==> src/rtl/microwave_ctrl_pkg.sv <==
// Shared definitions for the microwave oven sequencer: FSM state codes,
// BCD digit limits and a small digit-validity helper.
package microwave_ctrl_pkg;

  typedef enum logic [2:0] {
    IDLE  = 3'd0,
    ENTRY = 3'd1,
    COOK  = 3'd2,
    PAUSE = 3'd3,
    DONE  = 3'd4
  } state_t;

  localparam logic [3:0] BCD_MAX_UNIT     = 4'd9;
  localparam logic [3:0] BCD_MAX_SEC_TENS = 4'd5;

  // A keypad code is a usable digit only in the range 0..9.
  function automatic logic is_digit(input logic [3:0] d);
    return (d <= BCD_MAX_UNIT);
  endfunction

endpackage

==> src/rtl/microwave_ctrl_bcd_countdown.sv <==
// Combinational one-second BCD decrement of an MM:SS cook time.
// Works digit by digit with borrows; 0000 is held and never wraps to 9959.
// Seconds tens above 5 (e.g. 0090) simply count down as entered.
module bcd_countdown
  import microwave_ctrl_pkg::*;
(
  input  logic [7:0] mins,
  input  logic [7:0] secs,
  output logic [7:0] dec_mins,
  output logic [7:0] dec_secs,
  output logic       dec_zero
);

  // Borrow chain: secs units -> secs tens -> mins units -> mins tens.
  always_comb begin
    dec_mins = mins;
    dec_secs = secs;
    if ({mins, secs} != 16'h0000) begin
      if (secs[3:0] != 4'd0) begin
        dec_secs[3:0] = secs[3:0] - 4'd1;
      end else begin
        dec_secs[3:0] = BCD_MAX_UNIT;
        if (secs[7:4] != 4'd0) begin
          dec_secs[7:4] = secs[7:4] - 4'd1;
        end else begin
          dec_secs[7:4] = BCD_MAX_SEC_TENS;
          if (mins[3:0] != 4'd0) begin
            dec_mins[3:0] = mins[3:0] - 4'd1;
          end else begin
            dec_mins[3:0] = BCD_MAX_UNIT;
            dec_mins[7:4] = mins[7:4] - 4'd1;
          end
        end
      end
    end
  end

  assign dec_zero = ({dec_mins, dec_secs} == 16'h0000);

endmodule

==> src/rtl/microwave_ctrl.sv <==
// Top-level microwave oven sequencer: assembles keypad digits into an MM:SS
// cook time, runs the start/stop/cancel/door FSM, counts down on the 1 Hz
// strobe and drives the magnetron, the end-of-cook alarm and the encoder enable.
module microwave_ctrl
  import microwave_ctrl_pkg::*;
#(
  parameter int ALARM_TICKS      = 5,
  parameter bit TICK_EN_IN_PAUSE = 1'b0
) (
  input  logic       clk,
  input  logic       rstn,
  input  logic [3:0] D,
  input  logic       loadn,
  output logic       enbn,
  input  logic       startn,
  input  logic       stopn,
  input  logic       canceln,
  input  logic       door_closed,
  input  logic       tick_1hz,
  output logic [7:0] mins,
  output logic [7:0] secs,
  output logic       magnetron,
  output logic       alarm,
  output logic [2:0] state
);

  // The alarm leaves DONE on the tick that finds the counter at this value.
  localparam logic [7:0] ALARM_LAST = 8'(ALARM_TICKS - 1);

  state_t     state_q, state_d;
  logic [7:0] mins_d, secs_d;
  logic [7:0] alarm_cnt_q, alarm_cnt_d;
  logic       loadn_q, startn_q, stopn_q, canceln_q;
  logic       key_ev, start_ev, stop_ev, cancel_ev;
  logic [7:0] dec_mins, dec_secs;
  logic       dec_zero;
  logic       time_zero;

  bcd_countdown u_countdown (
    .mins     (mins),
    .secs     (secs),
    .dec_mins (dec_mins),
    .dec_secs (dec_secs),
    .dec_zero (dec_zero)
  );

  // A held button is one event: only a high-to-low transition counts.
  assign key_ev    = loadn_q   & ~loadn;
  assign start_ev  = startn_q  & ~startn;
  assign stop_ev   = stopn_q   & ~stopn;
  assign cancel_ev = canceln_q & ~canceln;
  assign time_zero = ({mins, secs} == 16'h0000);
  assign state     = state_q;

  // Previous button levels for falling-edge detection; released after reset.
  always_ff @(posedge clk or negedge rstn) begin
    if (!rstn) begin
      loadn_q   <= 1'b1;
      startn_q  <= 1'b1;
      stopn_q   <= 1'b1;
      canceln_q <= 1'b1;
    end else begin
      loadn_q   <= loadn;
      startn_q  <= startn;
      stopn_q   <= stopn;
      canceln_q <= canceln;
    end
  end

  // State, time, alarm counter and registered outputs derived from next state.
  always_ff @(posedge clk or negedge rstn) begin
    if (!rstn) begin
      state_q     <= IDLE;
      mins        <= 8'h00;
      secs        <= 8'h00;
      alarm_cnt_q <= 8'd0;
      magnetron   <= 1'b0;
      alarm       <= 1'b0;
      enbn        <= 1'b0;
    end else begin
      state_q     <= state_d;
      mins        <= mins_d;
      secs        <= secs_d;
      alarm_cnt_q <= alarm_cnt_d;
      magnetron   <= (state_d == COOK);
      alarm       <= (state_d == DONE);
      enbn        <= (state_d == COOK) || (state_d == PAUSE) || (state_d == DONE);
    end
  end

  // Next-state logic; events are resolved cancel > stop > door open > start > key.
  always_comb begin
    state_d     = state_q;
    mins_d      = mins;
    secs_d      = secs;
    alarm_cnt_d = alarm_cnt_q;
    case (state_q)
      IDLE: begin
        if (cancel_ev || stop_ev || start_ev) begin
          mins_d = 8'h00;
          secs_d = 8'h00;
        end else if (key_ev && is_digit(D)) begin
          {mins_d, secs_d} = {mins[3:0], secs, D};
          state_d          = ENTRY;
        end
      end
      ENTRY: begin
        if (cancel_ev) begin
          mins_d  = 8'h00;
          secs_d  = 8'h00;
          state_d = IDLE;
        end else if (stop_ev) begin
          state_d = ENTRY;
        end else if (start_ev) begin
          if (door_closed && !time_zero) state_d = COOK;
        end else if (key_ev && is_digit(D)) begin
          {mins_d, secs_d} = {mins[3:0], secs, D};
        end
      end
      COOK: begin
        if (cancel_ev) begin
          mins_d  = 8'h00;
          secs_d  = 8'h00;
          state_d = IDLE;
        end else if (stop_ev || !door_closed) begin
          state_d = PAUSE;
        end else if (tick_1hz) begin
          mins_d = dec_mins;
          secs_d = dec_secs;
          if (dec_zero) state_d = DONE;
        end
      end
      PAUSE: begin
        if (cancel_ev || stop_ev) begin
          mins_d  = 8'h00;
          secs_d  = 8'h00;
          state_d = IDLE;
        end else if (start_ev && door_closed) begin
          state_d = COOK;
        end else if (TICK_EN_IN_PAUSE && tick_1hz && !dec_zero) begin
          mins_d = dec_mins;
          secs_d = dec_secs;
        end
      end
      DONE: begin
        if (cancel_ev || stop_ev || start_ev || key_ev || !door_closed) begin
          alarm_cnt_d = 8'd0;
          state_d     = IDLE;
        end else if (tick_1hz) begin
          if (alarm_cnt_q == ALARM_LAST) begin
            alarm_cnt_d = 8'd0;
            state_d     = IDLE;
          end else begin
            alarm_cnt_d = alarm_cnt_q + 8'd1;
          end
        end
      end
      default: begin
        mins_d      = 8'h00;
        secs_d      = 8'h00;
        alarm_cnt_d = 8'd0;
        state_d     = IDLE;
      end
    endcase
  end

endmodule

==> config.mk <==
export PLATFORM = sky130hd
export DESIGN_NAME = microwave_ctrl
export DESIGN_NICKNAME = d
export VERILOG_FILES = /design/src/rtl/microwave_ctrl_pkg.sv /design/src/rtl/microwave_ctrl_bcd_countdown.sv /design/src/rtl/microwave_ctrl.sv
export SDC_FILE = /design/constraint.sdc
export NUM_CORES = 1
export LEC_CHECK = 0
export CAP_MARGIN = 30
export CORE_ASPECT_RATIO = 0.9
export CORE_MARGIN = 5
export CORE_UTILIZATION = 55
export DETAILED_ROUTE_END_ITERATION = 10
export PLACE_DENSITY = 0.89
export SETUP_SLACK_MARGIN = 0.3
export SYNTH_ARGS = -nofsm -noshare
export SYNTH_HDL_FRONTEND = slang
export SYNTH_HIERARCHICAL = 1
export SYNTH_SLANG_ARGS = --single-unit
==> constraint.sdc <==
create_clock -name clk -period 3.91 [get_ports clk]
set_input_delay 0.782 -clock clk [delete_from_list [all_inputs] [get_ports clk]]
set_output_delay 0.782 -clock clk [all_outputs]
set_load 0.02 [all_outputs]
# Yosys cells after proc, flatten, opt, wreduce, memory -nomap -nowiden
# Index checks and enable logic that the tools add are counted.
dict set report word_totals {
  latch_bits 0
  ram_bits 0
  output_inout_bits 22
  reg_bits 34
  memories 0
  elab_cells 111
  romBits 0
}
dict set report classes {
  n_div 0
  n_mux 48
  n_addsub 5
  eq_ne 14
  magnitude_cmp 1
  bitwise 10
  n_shift 0
  reduce_logical 22
  n_mul 0
}
# op n
set op_table {}
lappend op_table {{$mux W8} 24}
lappend op_table {{$pmux W8 S5} 2}
lappend op_table {{$mux W3} 15}
lappend op_table {{$logic_not A16 Y1} 2}
lappend op_table {{$mux W4} 5}
lappend op_table {{$pmux W8 S2} 1}
lappend op_table {{$reduce_bool A16 Y1} 1}
lappend op_table {{$sub A4 B1 Y4 const B} 4}
lappend op_table {{$ne A3 B3 Y1 const B} 5}
lappend op_table {{$pmux W3 S5} 1}
lappend op_table {{$eq A3 B2 Y1 const B} 4}
lappend op_table {{$reduce_bool A4 Y1} 3}
lappend op_table {{$add A8 B1 Y8 const B} 1}
lappend op_table {{$eq A8 B3 Y1 const B} 1}
lappend op_table {{$logic_or A1 B1 Y1} 7}
lappend op_table {{$eq A3 B3 Y1 const B} 2}
lappend op_table {{$not A1 Y1} 6}
lappend op_table {{$reduce_and A6 Y1} 1}
lappend op_table {{$and A1 B1 Y1} 4}
lappend op_table {{$le A4 B4 Y1 const B} 1}
lappend op_table {{$reduce_or A4 Y1} 1}
lappend op_table {{$eq A3 B1 Y1 const B} 1}
lappend op_table {{$logic_and A1 B1 Y1} 3}
lappend op_table {{$logic_not A3 Y1} 1}
lappend op_table {{3 further kinds} 4}

# Depth between registers and ports, before layout
# Gate-level depths: netlist (run 1).
dict set report depth {
  word_depth 14
  ltp_mapped 11
  mapped_depth_nobuf 10
}

# Modules after synthesis
# The synthesis (run 1) kept the hierarchy.
# module area_per_inst_um2 seq_area_each_um2 cells_per_inst n_inst
set by_module_without_submodules {}
lappend by_module_without_submodules {microwave_ctrl 1898.1 855.8 203 1}
lappend by_module_without_submodules {bcd_countdown 457.9 0.0 75 1}

# Worst setup path before layout (run 1)
# Ideal clock, no wire load.
dict set report synth_path {
  path_type {register to register}
  startpoint {register secs[0]}
  endpoint {register enbn}
  path_stages_with_launch 10
  setup_slack_ns 0.887
  required_time_ns 3.783
  period_less_slack_ns 3.023
  arrival_time_ns 2.896
  cell_sequence {dfrtp_1 or4_4 nor3_4 a41oi_1 or3_1 nor4_2 inv_1 or2_2 a32o_1 or2_2}
}
dict set report synth_via {
  elab_chain_len 12
  word_cells_on_any_way 26
  classes_between {1 x add/sub; 3 x eq/ne; 14 x mux; 8 x reduce/logical}
}
# item line
set synth_lines {}
lappend synth_lines {{start: declaration} microwave_ctrl.sv:21} ;# output logic [7:0] secs,
lappend synth_lines {{start signal: assignment} microwave_ctrl.sv:83} ;# secs <= secs_d;
lappend synth_lines {{$sub A4 B1 Y4 or $reduce_bool A4 Y1 (tied branches)} {microwave_ctrl_bcd_countdown.sv:20, microwave_ctrl_bcd_countdown.sv:19}}
lappend synth_lines {{$mux W4} microwave_ctrl_bcd_countdown.sv:19} ;# if (secs[3:0] != 4'd0) begin
lappend synth_lines {{$mux W8 (*)} microwave_ctrl_bcd_countdown.sv:18} ;# if ({mins, secs} != 16'h0000) begin
lappend synth_lines {{net dec_secs[0]} microwave_ctrl.sv:35} ;# logic [7:0] dec_mins, dec_secs;
lappend synth_lines {{$logic_not A16 Y1 (*)} microwave_ctrl_bcd_countdown.sv:38} ;# assign dec_zero = ({dec_mins, dec_secs} == 16'h0000);
lappend synth_lines {{net dec_zero} microwave_ctrl.sv:36} ;# logic dec_zero;
lappend synth_lines {{$mux W3 (*)} microwave_ctrl.sv:130} ;# if (dec_zero) state_d = DONE;
lappend synth_lines {{$mux W3 (*)} microwave_ctrl.sv:127} ;# end else if (tick_1hz) begin
lappend synth_lines {{$mux W3 (*)} microwave_ctrl.sv:125} ;# end else if (stop_ev || !door_closed) begin
lappend synth_lines {{$mux W3 (*)} microwave_ctrl.sv:121} ;# if (cancel_ev) begin
lappend synth_lines {{$pmux W3 S5 (*)} microwave_ctrl.sv:97} ;# case (state_q)
lappend synth_lines {{net state_d[1]} microwave_ctrl.sv:30} ;# state_t state_q, state_d;
lappend synth_lines {{$eq A3 B2 Y1} microwave_ctrl.sv:87} ;# enbn <= (state_d == COOK) || (state_d == PAUSE) || (state_d == DONE);
lappend synth_lines {{$logic_or A1 B1 Y1} microwave_ctrl.sv:87}
lappend synth_lines {{$logic_or A1 B1 Y1 (*)} microwave_ctrl.sv:87}
lappend synth_lines {{end signal: assignment} microwave_ctrl.sv:87}
lappend synth_lines {{end: declaration} microwave_ctrl.sv:14} ;# output logic enbn,
# The timed path passes the listed nets; every way through them passes the cells marked *.
# A chain may end at the register's enable or synchronous reset.

# Worst setup path in the final report (run 1)
# Same ends and word-level chain as after synthesis.

==> results of run 1 <==
## registers in the layout, summed over array words and instances (netlist names)
name         count
magnetron        1
startn_q         1
canceln_q        1
alarm_cnt_q      8
loadn_q          1
alarm            1
secs             8
mins             8
state            3
enbn             1
stopn_q          1
## final cells by class
type	count	share of cell area
sequential	34	0.307
timing repair buffer	35	0.124
tap	48	0.0215
clock buffer	6	0.0296
clock inverter	2	0.00448
multi-input combinational	219	0.496
inverter	13	0.0175
## per-layer routing
metal  GRT usage  vias to the layer above  wire length (um)
met5           0                        -                 0
met4      0.0687                        0                55
met3      0.0533                       10               434
met2       0.319                       88              2690
met1       0.302                     1099              2690
li1            -                     1086                 -
## cells by family (layout without fill, tap and decap cells)
kind of cell | after synthesis | in the layout
simple gates | 120 | 120
compound gates | 79 | 79
flops | 34 | 34
buf+inv | 25 | 56
mux | 13 | 13
fa+ha+maj | 4 | 4
xor+xnor | 3 | 3
## power by group through the flow
stage | clock network [mW] | logic (mW) | registers, mW
final | 0.277 | 1.24 | 0.694
after floorplan | 0 | 0.794 | 0.732
after global placement | 0 | 1.20 | 0.688
after global routing | 0.297 | 1.35 | 0.722
after CTS | 0.283 | 1.23 | 0.688
after detailed placement | 0 | 1.22 | 0.692
## worst paths after layout
path                           startpoint  depth (start not counted)             end
max                               secs[0]                          9            enbn
min                        alarm_cnt_q[6]                          1  alarm_cnt_q[6]
max reg2reg                       secs[0]                          9            enbn
min reg2reg                alarm_cnt_q[6]                          1  alarm_cnt_q[6]
max in group asynchronous            rstn                          2         stopn_q
min in group asynchronous            rstn                          2        state[0]
## metrics by stage
step	setup slack (ps)	hold slack, ps	cells	util
after floorplan	887	458	278	-
after global placement	778	489	349	0.657
after detailed placement	698	500	349	0.657
after CTS	685	522	357	0.680
after global routing	534	556	357	0.680
final	653	529	357	0.680
## placed cells by master, fill, tap and decap left out, types with 2 or more instances in the layout
master	count
a21o_1	2
mux2i_1	13
nor2b_1	3
a2111oi_0	2
nand3_1	14
nand2b_1	7
dfrtp_1	30
o41ai_1	2
or4_1	2
inv_1	13
dfstp_2	4
xnor2_1	3
clkbuf_8	6
clkdlybuf4s50_1	33
a2bb2oi_1	13
nand2_1	24
buf_4	2
or3_2	2
a31oi_1	5
ha_1	4
nor4_1	6
nor3_1	6
nor2_1	34
o311ai_0	4
and4_1	2
a211oi_1	2
a21oi_1	19
and3_1	3
or2_2	3
o21ai_0	17
or3_1	3
nand4_1	3
==> impl_metrics.tcl, run 1 <==
set metrics [dict create \
    cts_tree "built" \
    hold_path_class "reg -> reg" \
    crit_chain "or4_4 -> nor3_4 -> a41oi_1 -> or3_1 -> nor4_2 -> inv_1 -> or2_2 -> a32o_1 -> or2_2" \
    path_clk_slew_ps 70 \
    antenna_found_initial 0 \
    ctsResizeCount 0 \
    muxShareOfSynthArea 0.0552 \
    grt.overflow.total 0 \
    dr.pass1.iters 6 \
    syn-cell-area_um2 2360 \
    synth.cells.most_frequent "nor2_1 (34), dfrtp_1 (30), nand2_1 (24)" \
    path_max_fanout 11 \
    synth-compound-area-share 0.230 \
    period_share 0.833 \
    syn_area_per_cell_um2 8.47 \
    cp_slowest_cell "or4_4" \
    numCtsBuffers 5 \
    critPathCaptureType "flip-flop" \
    power_density_nw_per_um2 792 \
    path_delay_family "simple AND/OR/NAND/NOR gates" \
    synthAdderAreaFrac 0.0212 \
    htreeDepth 2 \
    chipWidth_um 79.0 \
    ctsHoldBuffers 0 \
    flow.area_growth_from_synthesis_pct 18.4 \
    die_area_um2 5690 \
    clk_latency_ps 290 \
    routed-via-count 2283 \
    grt_pass1_vias 2032 \
    seq_area_um2 856 \
    synthTopCellsByArea "dfrtp_1 (32%), mux2i_1 (5.5%), nor2_1 (5.4%), a2bb2oi_1 (4.8%), dfstp_2 (4.5%)" \
    yosys.area.top_type "dfrtp_1" \
    slowest_delay_ps 630 \
    wl_per_cell_um 16.4 \
    p_leak_nw 1.22 \
    cp_data_required_time_ps 4080 \
    coreArea_um2 4100 \
    synthCells 278 \
    fin_tns_setup_ps 0 \
    diodes 0 \
    fin_nets 324 \
    dpl_cell_area_um2 2700 \
    drive_gt1_frac 0.0874 \
    synth_ff_type "dfrtp_1" \
    ys_seq_elements 34 \
    p_switching_mw 1.04 \
    crit_buf_inv 1 \
    stdcell_area_um2 2790 \
    root_buffer "clkbuf_8" \
    ant_nets 0 \
    maxSlewViolCount 0 \
    yosysWarnings 6 \
    fillers 344 \
    p_seq_frac 0.314 \
    gp_congestion 0.897 \
    grt_max_degree 35 \
    setup-violations-final 0 \
    outcome "completed" \
    grt_pass1_wl_mm 9.80 \
    syn_nets 294 \
    synth_top_family_by_area "simple AND/OR/NAND/NOR gates" \
    netSwitchingFraction 0.473 \
    synth-async-reset-ratio 1.00 \
    rows 22 \
    worst_ir_drop_vdd_mv 0.387 \
    grt_usage 0.213 \
    drv_cap 0 \
    start_kind "flip-flop" \
    seq_area_frac_synth 0.363 \
    p_comb_frac 0.561 \
    reg2reg_setup_slack_ps 650 \
    post_cts_buffers 0 \
    floorplan.initialDensity 0.574 \
    num_io_pins 34 \
    fin_skew_ps 5.61 \
    io_buffers 33 \
    chipHeight_um 72.1 \
    clock-sinks 34 \
    yosysMostFrequentCell "nor2_1" \
    wl_mm 5.87 \
    synthSimpleGateAreaFrac 0.270 \
    cp.arrival_ps 3430 \
    worst_pin_slew_ps 854 \
    hold_violations 0 \
    power_mw 2.21 \
    drt_iter0_drc 251 \
    fmax_mhz 307 \
    multi_input_area_um2 1390 \
    synth_xor_xnor_area_share 0.0112 \
    finalCriticalPeriod_ps 3260 \
    relSlewSlack 0.426 \
    crit_type "reg -> reg" \
    p_int_mw 1.17 \
    routed_via_density 6.39 \
    synth-edff-count 0 \
    hpwl_mm 3.96 \
    drc 0 \
    rsz0062_at_grt "no" \
    yosysUniqueCellTypes 55 \
    clock_power_share 0.125 \
    cts_buffer_depth 2 \
    synth_top_area_share 0.319 \
    path_common_cell "or2_2" \
]
Note: power is estimated with default switching activity, not from simulation.
==> run 2, diff against run 1 <==
- clock period: 3.91 -> 3.2 ns (I/O delays scaled with it)
==> run 2 against run 1 <==
Fmax up 14%. Power grew 38%. Critical path depth increased by 3. Via count increased by 3.0%. Clock power rose by 38%. Critical endpoint unchanged. Highest routed layer unchanged.
==> impl_metrics.tcl, run 2 (same netlist as run 1, synthesis figures left out) <==
set metrics [dict create \
    drc 0 \
    fillers 311 \
    hpwl_mm 4.25 \
    clock_power_share 0.125 \
    crit_type "reg -> reg" \
    relSlewSlack 0.402 \
    ant_nets 0 \
    flow.area_growth_from_synthesis_pct 26.9 \
    wl_mm 6.35 \
    cts_buffer_depth 2 \
    grt_pass1_wl_mm 10.3 \
    drive_gt1_frac 0.167 \
    netSwitchingFraction 0.454 \
    chipHeight_um 72.1 \
    grt_usage 0.227 \
    finalCriticalPeriod_ps 2850 \
    dr.pass1.iters 5 \
    hold_path_class "reg -> reg" \
    clock-sinks 34 \
    drt_iter0_drc 267 \
    p_leak_nw 1.31 \
    cts_tree "built" \
    antenna_found_initial 0 \
    diodes 0 \
    clk_latency_ps 280 \
    routed_via_density 6.32 \
    fin_tns_setup_ps 0 \
    p_switching_mw 1.39 \
    top_regs "alarm_cnt_q (8), mins (8), secs (8)" \
    worst_pin_slew_ps 894 \
    p_int_mw 1.67 \
    worst_ir_drop_vdd_mv 0.499 \
    fin_cells 372 \
    io_buffers 33 \
    die_area_um2 5690 \
    reg2reg_setup_slack_ps 350 \
    grt_max_degree 33 \
    power_mw 3.05 \
    dp_cells 357 \
    htreeDepth 2 \
    drv_cap 0 \
    chipWidth_um 79.0 \
    cp.arrival_ps 3020 \
    grt.overflow.total 0 \
    path_max_fanout 3 \
    outcome "completed" \
    ctsHoldBuffers 0 \
    hold_violations 0 \
    cp_data_required_time_ps 3370 \
    pre_cts_slack_ps 208 \
    rsz0062_at_grt "no" \
    p_comb_frac 0.610 \
    start_kind "flip-flop" \
    setup-violations-final 0 \
    wl_per_cell_um 17.1 \
    critPathCaptureType "flip-flop" \
    fin_skew_ps 4.28 \
    path_clk_slew_ps 70 \
    fin_nets 339 \
    rows 22 \
    coreArea_um2 4100 \
    p_seq_frac 0.265 \
    root_buffer "clkbuf_8" \
    fin_ws_ps 351 \
    num_io_pins 34 \
    fmax_mhz 351 \
    numCtsBuffers 5 \
    power_density_nw_per_um2 1020 \
    routed-via-count 2351 \
    gp_congestion 0.902 \
    maxSlewViolCount 0 \
    floorplan.initialDensity 0.574 \
    period_share 0.890 \
    grt_pass1_vias 2102 \
    final_cell_mix "nor2_1 (33), clkdlybuf4s50_1 (33), dfrtp_1 (26)" \
]
## run 2: cell types whose count changed in the layout (fill, tap and decap cells not counted), moves of 2 or more
cell and change:
dfrtp_1 -4, clkbuf_1 +2, or3_4 +2, or2_4 +2, buf_4 +14, a21oi_2 +2, dfrtp_2 +4, or2_2 -2
a21oi_1 -2
## run 2: power by group through the flow
stage	Sequential, mW	Combinational, mW	Clock, mW
floorplan	0.901	0.977	0
global placement	0.813	1.56	0
detailed placement	0.818	1.57	0
CTS	0.798	1.67	0.388
global route	0.842	2.00	0.409
finish	0.809	1.86	0.382
## run 2: path summary, 6_finish.rpt
| path | startpoint | endpoint | cells past startpoint |
|---|---|---|---|
| max | secs[1] | enbn | 12 |
| min | alarm_cnt_q[6] | alarm_cnt_q[6] | 1 |
| max reg2reg | secs[1] | enbn | 12 |
| min reg2reg | alarm_cnt_q[6] | alarm_cnt_q[6] | 1 |
| max in group asynchronous | rstn | startn_q | 2 |
| min in group asynchronous | rstn | secs[5] | 1 |
## run 2: routing by layer
metal	track usage	vias up	part of all wire	wire, um
met5	0	-	0	0
met2	0.369	107	0.48	3060
met3	0.0397	13	0.061	388
met4	0.0725	0	0.016	102
li1	-	1124	-	-
met1	0.311	1107	0.44	2800
## run 2: area by class of cell
type / instances / area (um^2) / share of cell area
multi-input cells: 219 / 1450 / 0.486
flip-flops and latches: 34 / 861 / 0.288
repair buffers: 50 / 462 / 0.154
clock inverters: 1 / 30.0 / 0.0100
clock buffers: 7 / 76.3 / 0.0255
inverters: 13 / 48.8 / 0.0163
well taps: 48 / 60.1 / 0.0201
## run 2: through the flow
step                       util  hold slack, ps  instance area (um^2)
final                     0.729             536                  2990
after global routing      0.729             567                  2990
after CTS                 0.711             528                  2920
after detailed placement  0.674             505                  2760
after global placement    0.674             488                  2760
after floorplan               -             344                  2360
## run 2: critical path, cell delays in order, from the launching register on
cell and delay, ps:
dfrtp_2 410, or4_4 570, nor3_4 200, buf_4 150, o2111ai_1 130, a22oi_2 260
nor4_4 80, buf_4 140, buf_4 130, a21oi_2 130, nor2_1 70, a21o_1 210
or2_4 250
## run 2: repair_timing
action                                 4_1_cts  5_1_grt
gates resized for setup                      2       14
pin swaps                                    6       10
cloned                                       0        0
buffers inserted                             5        2
setup endpoints to repair                    1        2
endpoints found under the hold margin        0        0
==> run 3, diff against run 2 <==
- CAP_MARGIN: 30 -> unset
- CORE_ASPECT_RATIO: 0.9 -> 1.4
- CORE_MARGIN: 5 -> 2
==> run 3 against run 2 <==
Final cell count is 0.81% lower. Fmax is 0.48% higher. Power is 7.6% higher. Setup slack better by 14 ps. Non-clock buffer count stayed put. Largest cell class unchanged. Critical path type unchanged. Global-route usage is 6.2 points higher.
==> impl_metrics.tcl, run 3 (same netlist as run 1, synthesis figures left out) <==
set metrics [dict create \
    chipWidth_um 59.3 \
    cts_buffer_depth 2 \
    fin_tns_setup_ps 0 \
    htreeDepth 2 \
    drc 0 \
    worst_pin_slew_ps 855 \
    critPathCaptureType "flip-flop" \
    finalCriticalPeriod_ps 2840 \
    fillers 308 \
    path_common_cell "or2_2" \
    outcome "completed" \
    wl_per_cell_um 18.9 \
    cp_slowest_cell "or4_4" \
    fin_cells 369 \
    top_regs "alarm_cnt_q (8), mins (8), secs (8)" \
    grt_max_degree 35 \
    path_max_fanout 3 \
    fin_skew_ps 7.14 \
    fmax_mhz 353 \
    pre_cts_slack_ps 200 \
    ant_nets 0 \
    cp_data_required_time_ps 3380 \
    rows 28 \
    routed_via_density 6.77 \
    seq_area_um2 861 \
    crit_type "reg -> reg" \
    power_density_nw_per_um2 1100 \
    p_leak_nw 1.31 \
    rsz0062_at_grt "no" \
    maxSlewViolCount 0 \
    gp_congestion 0.868 \
    routed-via-count 2498 \
    root_buffer "clkbuf_8" \
    dp_cells 354 \
    grt.overflow.total 0 \
    ctsHoldBuffers 0 \
    flow.area_growth_from_synthesis_pct 26.9 \
    dr.pass1.iters 5 \
    drt_iter0_drc 313 \
    num_io_pins 34 \
    hpwl_mm 4.23 \
    hold_path_class "reg -> reg" \
    coreArea_um2 4170 \
    antenna_found_initial 0 \
    clk_latency_ps 290 \
    setup-violations-final 0 \
    period_share 0.886 \
    start_kind "flip-flop" \
    cp.arrival_ps 3010 \
    wl_mm 6.97 \
    hold_violations 0 \
    final_cell_mix "nor2_1 (33), clkdlybuf4s50_1 (33), dfrtp_1 (26)" \
    grt_pass1_wl_mm 10.6 \
    grt_usage 0.289 \
    cts_tree "built" \
    die_area_um2 4830 \
    multi_input_area_um2 1460 \
    clock-sinks 34 \
    crit_chain "or4_4 -> nor3_4 -> buf_6 -> and3_4 -> xnor2_4 -> nor4_4 -> inv_1 -> or2_2 -> a32o_2 -> or2_2" \
    slowest_delay_ps 560 \
    drive_gt1_frac 0.164 \
    worst_ir_drop_vdd_mv 0.547 \
    diodes 0 \
    floorplan.initialDensity 0.565 \
    chipHeight_um 81.4 \
    io_buffers 33 \
    fin_nets 339 \
    path_clk_slew_ps 70 \
    numCtsBuffers 5 \
    drv_cap 0 \
    grt_pass1_vias 2260 \
    fin_ws_ps 365 \
    relSlewSlack 0.428 \
]
==> run 3: final cells by class <==
| type | count | share of cell area |
|---|---|---|
| clock buffer | 7 | 0.0255 |
| clock inverter | 1 | 0.0100 |
| inverter | 13 | 0.0163 |
| multi-input combinational | 219 | 0.487 |
| sequential | 34 | 0.288 |
| tap | 45 | 0.0188 |
| timing repair buffer | 50 | 0.154 |
==> run 3: critical path: cells and delay by family, from the launching register on <==
kind / cells / cell delay, ps
flops: 1 / 410
compound gates: 1 / 240
xor+xnor: 1 / 90
buf+inv: 2 / 190
simple gates: 6 / 1800
==> run 3: repair_timing <==
item,CTS,global route
buffers inserted,6,1
setup endpoints to repair,1,2
gates resized for setup,4,11
pin swaps,6,5
==> run 3: routing by layer <==
| metal | part of all wire | global-route usage | wire length (um) | vias up |
|---|---|---|---|---|
| met5 | 0 | 0 | 0 | - |
| met4 | 0.035 | 0.155 | 246 | 0 |
| met3 | 0.076 | 0.0488 | 529 | 29 |
| met2 | 0.51 | 0.497 | 3530 | 151 |
| met1 | 0.38 | 0.338 | 2670 | 1195 |
| li1 | - | - | - | 1123 |
==> run 3: per-stage QoR <==
step / instance area [um^2] / hold slack, ps / util / total power [mW]
after detailed placement: 2760 / 500 / 0.662 / 2.41
after CTS: 2930 / 511 / 0.702 / 2.96
after global placement: 2760 / 487 / 0.662 / 2.36
after floorplan: 2360 / 344 / - / 1.88
final: 2990 / 519 / 0.717 / 3.29
after global routing: 2990 / 556 / 0.717 / 3.45
==> run 3: final timing paths <==
path                           startpoint  cells past startpoint              to  slack, ps
max                               secs[1]                     10            enbn        360
min                        alarm_cnt_q[6]                      1  alarm_cnt_q[6]        520
max in group asynchronous            rstn                      2         loadn_q       2110
min reg2reg                alarm_cnt_q[6]                      1  alarm_cnt_q[6]        520
min in group asynchronous            rstn                      2         secs[5]        750
max reg2reg                       secs[1]                     10            enbn        360
==> run 3: report_power, final <==
part	switching (mW)	leakage, nW	total [mW]	internal, mW
logic	1.15	0.822	2.09	0.947
clock network	0.168	0.0524	0.401	0.233
registers	0.243	0.434	0.790	0.547
total	1.56	1.31	3.29	1.73
==> edit 1: new RTL, config.mk and constraints of run 1 <==
Change the parameter `TICK_EN_IN_PAUSE` from 1'b0 to 1'b1.
--- a/src/rtl/microwave_ctrl.sv
+++ b/src/rtl/microwave_ctrl.sv
@@ -7,3 +7,3 @@
   parameter int ALARM_TICKS      = 5,
-  parameter bit TICK_EN_IN_PAUSE = 1'b0
+  parameter bit TICK_EN_IN_PAUSE = 1'b1
 ) (
Check against the original RTL: not equivalent (a bounded check fails within 10 cycles, from zero or initial values and one cycle with rstn low).
==> edit 1 against run 1 <==
Worst setup slack got worse by 110 ps. Synthesized area rose by 5.9%. Clock power rose by 19%. Die area rose by 5.1%. Cell area rose by 7.3%. Sequential cell count did not move. Clock skew rose by 2.9 ps. Wire length rose by 6.3%. Power fell by 35%. Largest cell class unchanged.
==> edit 1: results (changes against run 1) <==
worst-path fanout max: 8 (-3)
startpoint types: flop
pin count of the biggest net entering global routing: 35 (unchanged)
vias in the first global route: 2157 (+6.2%)
Min-Delay Path Depth: 1 (unchanged)
HP Class: reg2reg
Post-synth top cells: nand2_1, o21ai_0, dfrtp_1, nor2_1, inv_1
Arr. time, crit path: 3540 ps (+110 ps)
R2R cell count: 10 (+1)
Diodes inserted: 0 (unchanged)
largest cells by area after synthesis: dfrtp_1, o21ai_0, nand2_1
highest metal used: met4
initial drt markers: 323 (+29%)
Ys Warns: 6 (unchanged)
setup slack, reg-to-reg: 540 ps (-110 ps)
number of buffers created by CTS: 5 (unchanged)
htree depth: 2 (unchanged)
share of cells above drive strength 1: 0.113 (+0.0251)
CTS max path bufs: 2 (unchanged)
vias per cell: 6.38 (-0.24%)
status: finished clean
leakage power: 1.30 nW (+6.8%)
cell family with most CP delay: compound AO/OA/AOI/OAI gates
worst vdd rail ir drop: 0.298 mV (-23%)
CP peak stage delay: 480 ps (-150 ps)
met3 wire length: 422 um (-2.8%)
post-synthesis sequential area ratio: 0.343 (-0.0202)
GP Congestion: 0.930 (+3.6%)
Met2 Wirelength: 2940 um (+9.4%)
Slew @ Worst Pin: 828 ps (-26.2 ps)
Reg-to-Reg Start: mins[5]
Main synth FF type: dfrtp_1
Clock Tree Root: clkbuf_8
Nets: 335 (+3.4%)
hold path endpoint: alarm_cnt_q[5]
initial antenna violation count: 0 (unchanged)
DR pass1 iterations: 5 (-1)
met1 WL: 2750 um (+2.1%)
highest-delay cell along the critical path: dfrtp_1
Clock Latency Late Sink: 290 ps (about the same)
gr usage total: 0.223 (+0.00989)
crit path capture type: flop
Synth cell types: 59 (+7.3%)
Reg clk slew, reported paths: 80 ps
skew final: 8.50 ps (+2.89 ps)
hpwl dp: 4230 um (+6.9%)
async set-reset flop share out of synthesis: 1.00 (unchanged)
Mapped Nets: 300 (+2.0%)
PortBufs: 33 (unchanged)
first-pass GRT wire length: 10400 um (+6.2%)
largest registers: alarm_cnt_q (8), mins (8), secs (8)
r2r endpoint: secs[3]
Hold Path Origin: alarm_cnt_q[5]
Routed WL: 6240 um (+6.3%)
edit 1: changes by cell type after synthesis, moves of 11 or more:
| cell | change |
|---|---|
| nor2_1 | -19 |
| o21ai_0 | +15 |
| a22o_1 | +13 |
| a2bb2oi_1 | -13 |
| nand2_1 | +12 |
| a21oi_1 | -11 |
edit 1: timing repair:
item,4_1_cts,5_1_grt
buffers inserted,0,2
endpoints found under the setup margin,0,11
gates resized for setup,0,1
hold endpoints to repair,0,0
edit 1: per-layer routing:
metal	global-route usage	vias to the layer above
met1	0.310	1190
met5	0	-
met4	0.0844	0
met2	0.347	107
met3	0.0368	15
li1	-	1125
edit 1: kinds of logic after synthesis:
family	share of synthesized area
compound gates	0.223
xor+xnor	0.0105
fa+ha+maj	0.0201
buf+inv	0.0542
flops	0.343
mux	0.0702
simple gates	0.279
edit 1: where the power goes:
| group | total [W] | internal, W | switching (W) |
|---|---|---|---|
| Combinational | 0.000630 | 0.000271 | 0.000359 |
| Clock | 0.000331 | 0.000190 | 0.000142 |
| Sequential | 0.000483 | 0.000392 | 0.0000908 |
edit 1: metrics by stage:
step,instance area [um2],setup WS [ps],hold slack [ps],util,cells
floorplan,2490,692,479,-,284
global placement,2860,602,508,0.645,372
detailed placement,2860,500,520,0.645,372
CTS,2970,477,536,0.671,380
global route,2990,316,562,0.676,382
finish,2990,545,537,0.676,382
edit 1: area by class of cell:
cell class | count | area, um2
Clock buffer | 5 | 68.8
Clock inverter | 3 | 45.0
Fill cell | 349 | 1440
Inverter | 14 | 52.6
Multi-Input combinational cell | 224 | 1510
Sequential cell | 34 | 856
Tap cell | 62 | 77.6
Timing Repair Buffer | 40 | 383
==> edit 2: new RTL, settings of run 1 <==
Made on the original files. Reset style: synchronous (`rstn`), changed in 2 clocked blocks.
--- a/src/rtl/microwave_ctrl.sv
+++ b/src/rtl/microwave_ctrl.sv
@@ -55,3 +55,3 @@
   // Previous button levels for falling-edge detection; released after reset.
-  always_ff @(posedge clk or negedge rstn) begin
+  always_ff @(posedge clk) begin
     if (!rstn) begin
@@ -70,3 +70,3 @@
   // State, time, alarm counter and registered outputs derived from next state.
-  always_ff @(posedge clk or negedge rstn) begin
+  always_ff @(posedge clk) begin
     if (!rstn) begin
Function: differs if rstn is asserted again (counterexample within 4 cycles, from zero or initial values and one cycle with rstn low); with rstn held inactive, the same outputs for 4 cycles.
==> edit 2 against run 1 <==
Cell area shrank 1.3%. Wire length increased by 4.1%. Sequential cell count unchanged. Maximum frequency is 7.2% higher. Hold slack improved by 5.6 ps. Global-route usage is 0.10 points higher. Synthesized area decreased by 1.4%. Worst setup slack better by 220 ps. Via count grew 6.5%. Clock skew is 3.6 ps higher. Non-clock buffer count stayed put. Largest cell class unchanged.
Power is left out: it rests on default switching activity, and per cell area and clock period it moved more than threefold.
==> edit 2: results (changes against run 1) <==
vias in the first global route: 2077 (+2.2%)
async set-reset flop share out of synthesis: 0 (-1.00)
Reg-to-Reg Start: secs[0]
post-synthesis sequential area ratio: 0.293 (-0.0701)
Hold Path Origin: alarm_cnt_q[7]
Mapped Nets: 314 (+6.8%)
largest cells by area after synthesis: dfxtp_1, nand2_1, o21ai_0
Layout Cells excl Fill: 376 (+5.3%)
skew final: 9.17 ps (+3.56 ps)
dpl cells: 368 (+5.4%)
initial antenna violation count: 0 (unchanged)
hpwl dp: 4200 um (+6.1%)
CTS max path bufs: 2 (unchanged)
htree depth: 2 (unchanged)
area post-placement: 2660 um2 (-1.3%)
Diodes inserted: 0 (unchanged)
slew margin rel.: 0.452 (+0.0263)
pin count of the biggest net entering global routing: 18 (-49%)
drt wl/cell: 16.3 um (-1.1%)
first-pass GRT wire length: 10000 um (+2.2%)
Main synth FF type: dfxtp_1
initial drt markers: 267 (+6.4%)
Max Cap Violations: 0 (unchanged)
Clock Latency Late Sink: 280 ps
Place WS: 791 ps (+92.7 ps)
share of cells above drive strength 1: 0.0823 (-0.00506)
HP Class: reg2reg
Post-synth top cells: nand2_1, dfxtp_1, o21ai_0, nor2_1, nand3_1
worst-path fanout max: 11 (unchanged)
Gate Count Post-Synth: 298 (+7.2%)
GP Congestion: 0.907 (+1.1%)
layout filler cell count: 351 (+2.0%)
gr usage total: 0.214 (+0.00100)
status: finished clean
DR vias: 2432 (+6.5%)
Nets: 343 (+5.9%)
DR pass1 iterations: 5 (-1)
[edit 2: cell type report]
| class | instances | area (um2) | share of cell area |
|---|---|---|---|
| clock inverters | 1 | 5.00 | 0.00182 |
| inverters | 10 | 37.5 | 0.0136 |
| multi-input cells | 241 | 1540 | 0.559 |
| well taps | 48 | 60.1 | 0.0218 |
| clock buffers | 7 | 86.3 | 0.0314 |
| flip-flops and latches | 34 | 681 | 0.247 |
| repair buffers | 35 | 345 | 0.125 |
[edit 2: cells by family after synthesis]
| kind of cell | after synthesis | synth area share |
|---|---|---|
| muxes | 14 | 0.0603 |
| xor gates and xnor gates | 3 | 0.0113 |
| DFF | 34 | 0.293 |
| AOI/OAI and AO/OA | 85 | 0.256 |
| buffers and inverters | 23 | 0.0447 |
| and+or+nand+nor | 135 | 0.312 |
| adders and majority gates | 4 | 0.0216 |
[edit 2: per-layer routing]
layer	share of wire	GRT usage	wire (um)	vias up
met4	0.0097	0.0505	59	0
li1	-	-	-	1164
met5	0	0	0	-
met1	0.46	0.313	2810	1143
met2	0.46	0.330	2810	118
met3	0.071	0.0327	432	7
[edit 2: worst max-delay path, stage by stage, from the launching register on]
cell	delay, ps
dfxtp_1	420
or4_4	620
nor3_4	260
a41oi_1	170
or3_1	390
nor4_2	290
nand4_1	160
o2111a_1	250
a41oi_1	260
a21oi_1	100
[edit 2: final timing paths]
path,cells after the start,slack [ps],to
worst min register to register,2,530,alarm_cnt_q[7]
worst max register to register,9,870,enbn
worst max-delay path,9,870,enbn
worst min-delay path,2,530,alarm_cnt_q[7]
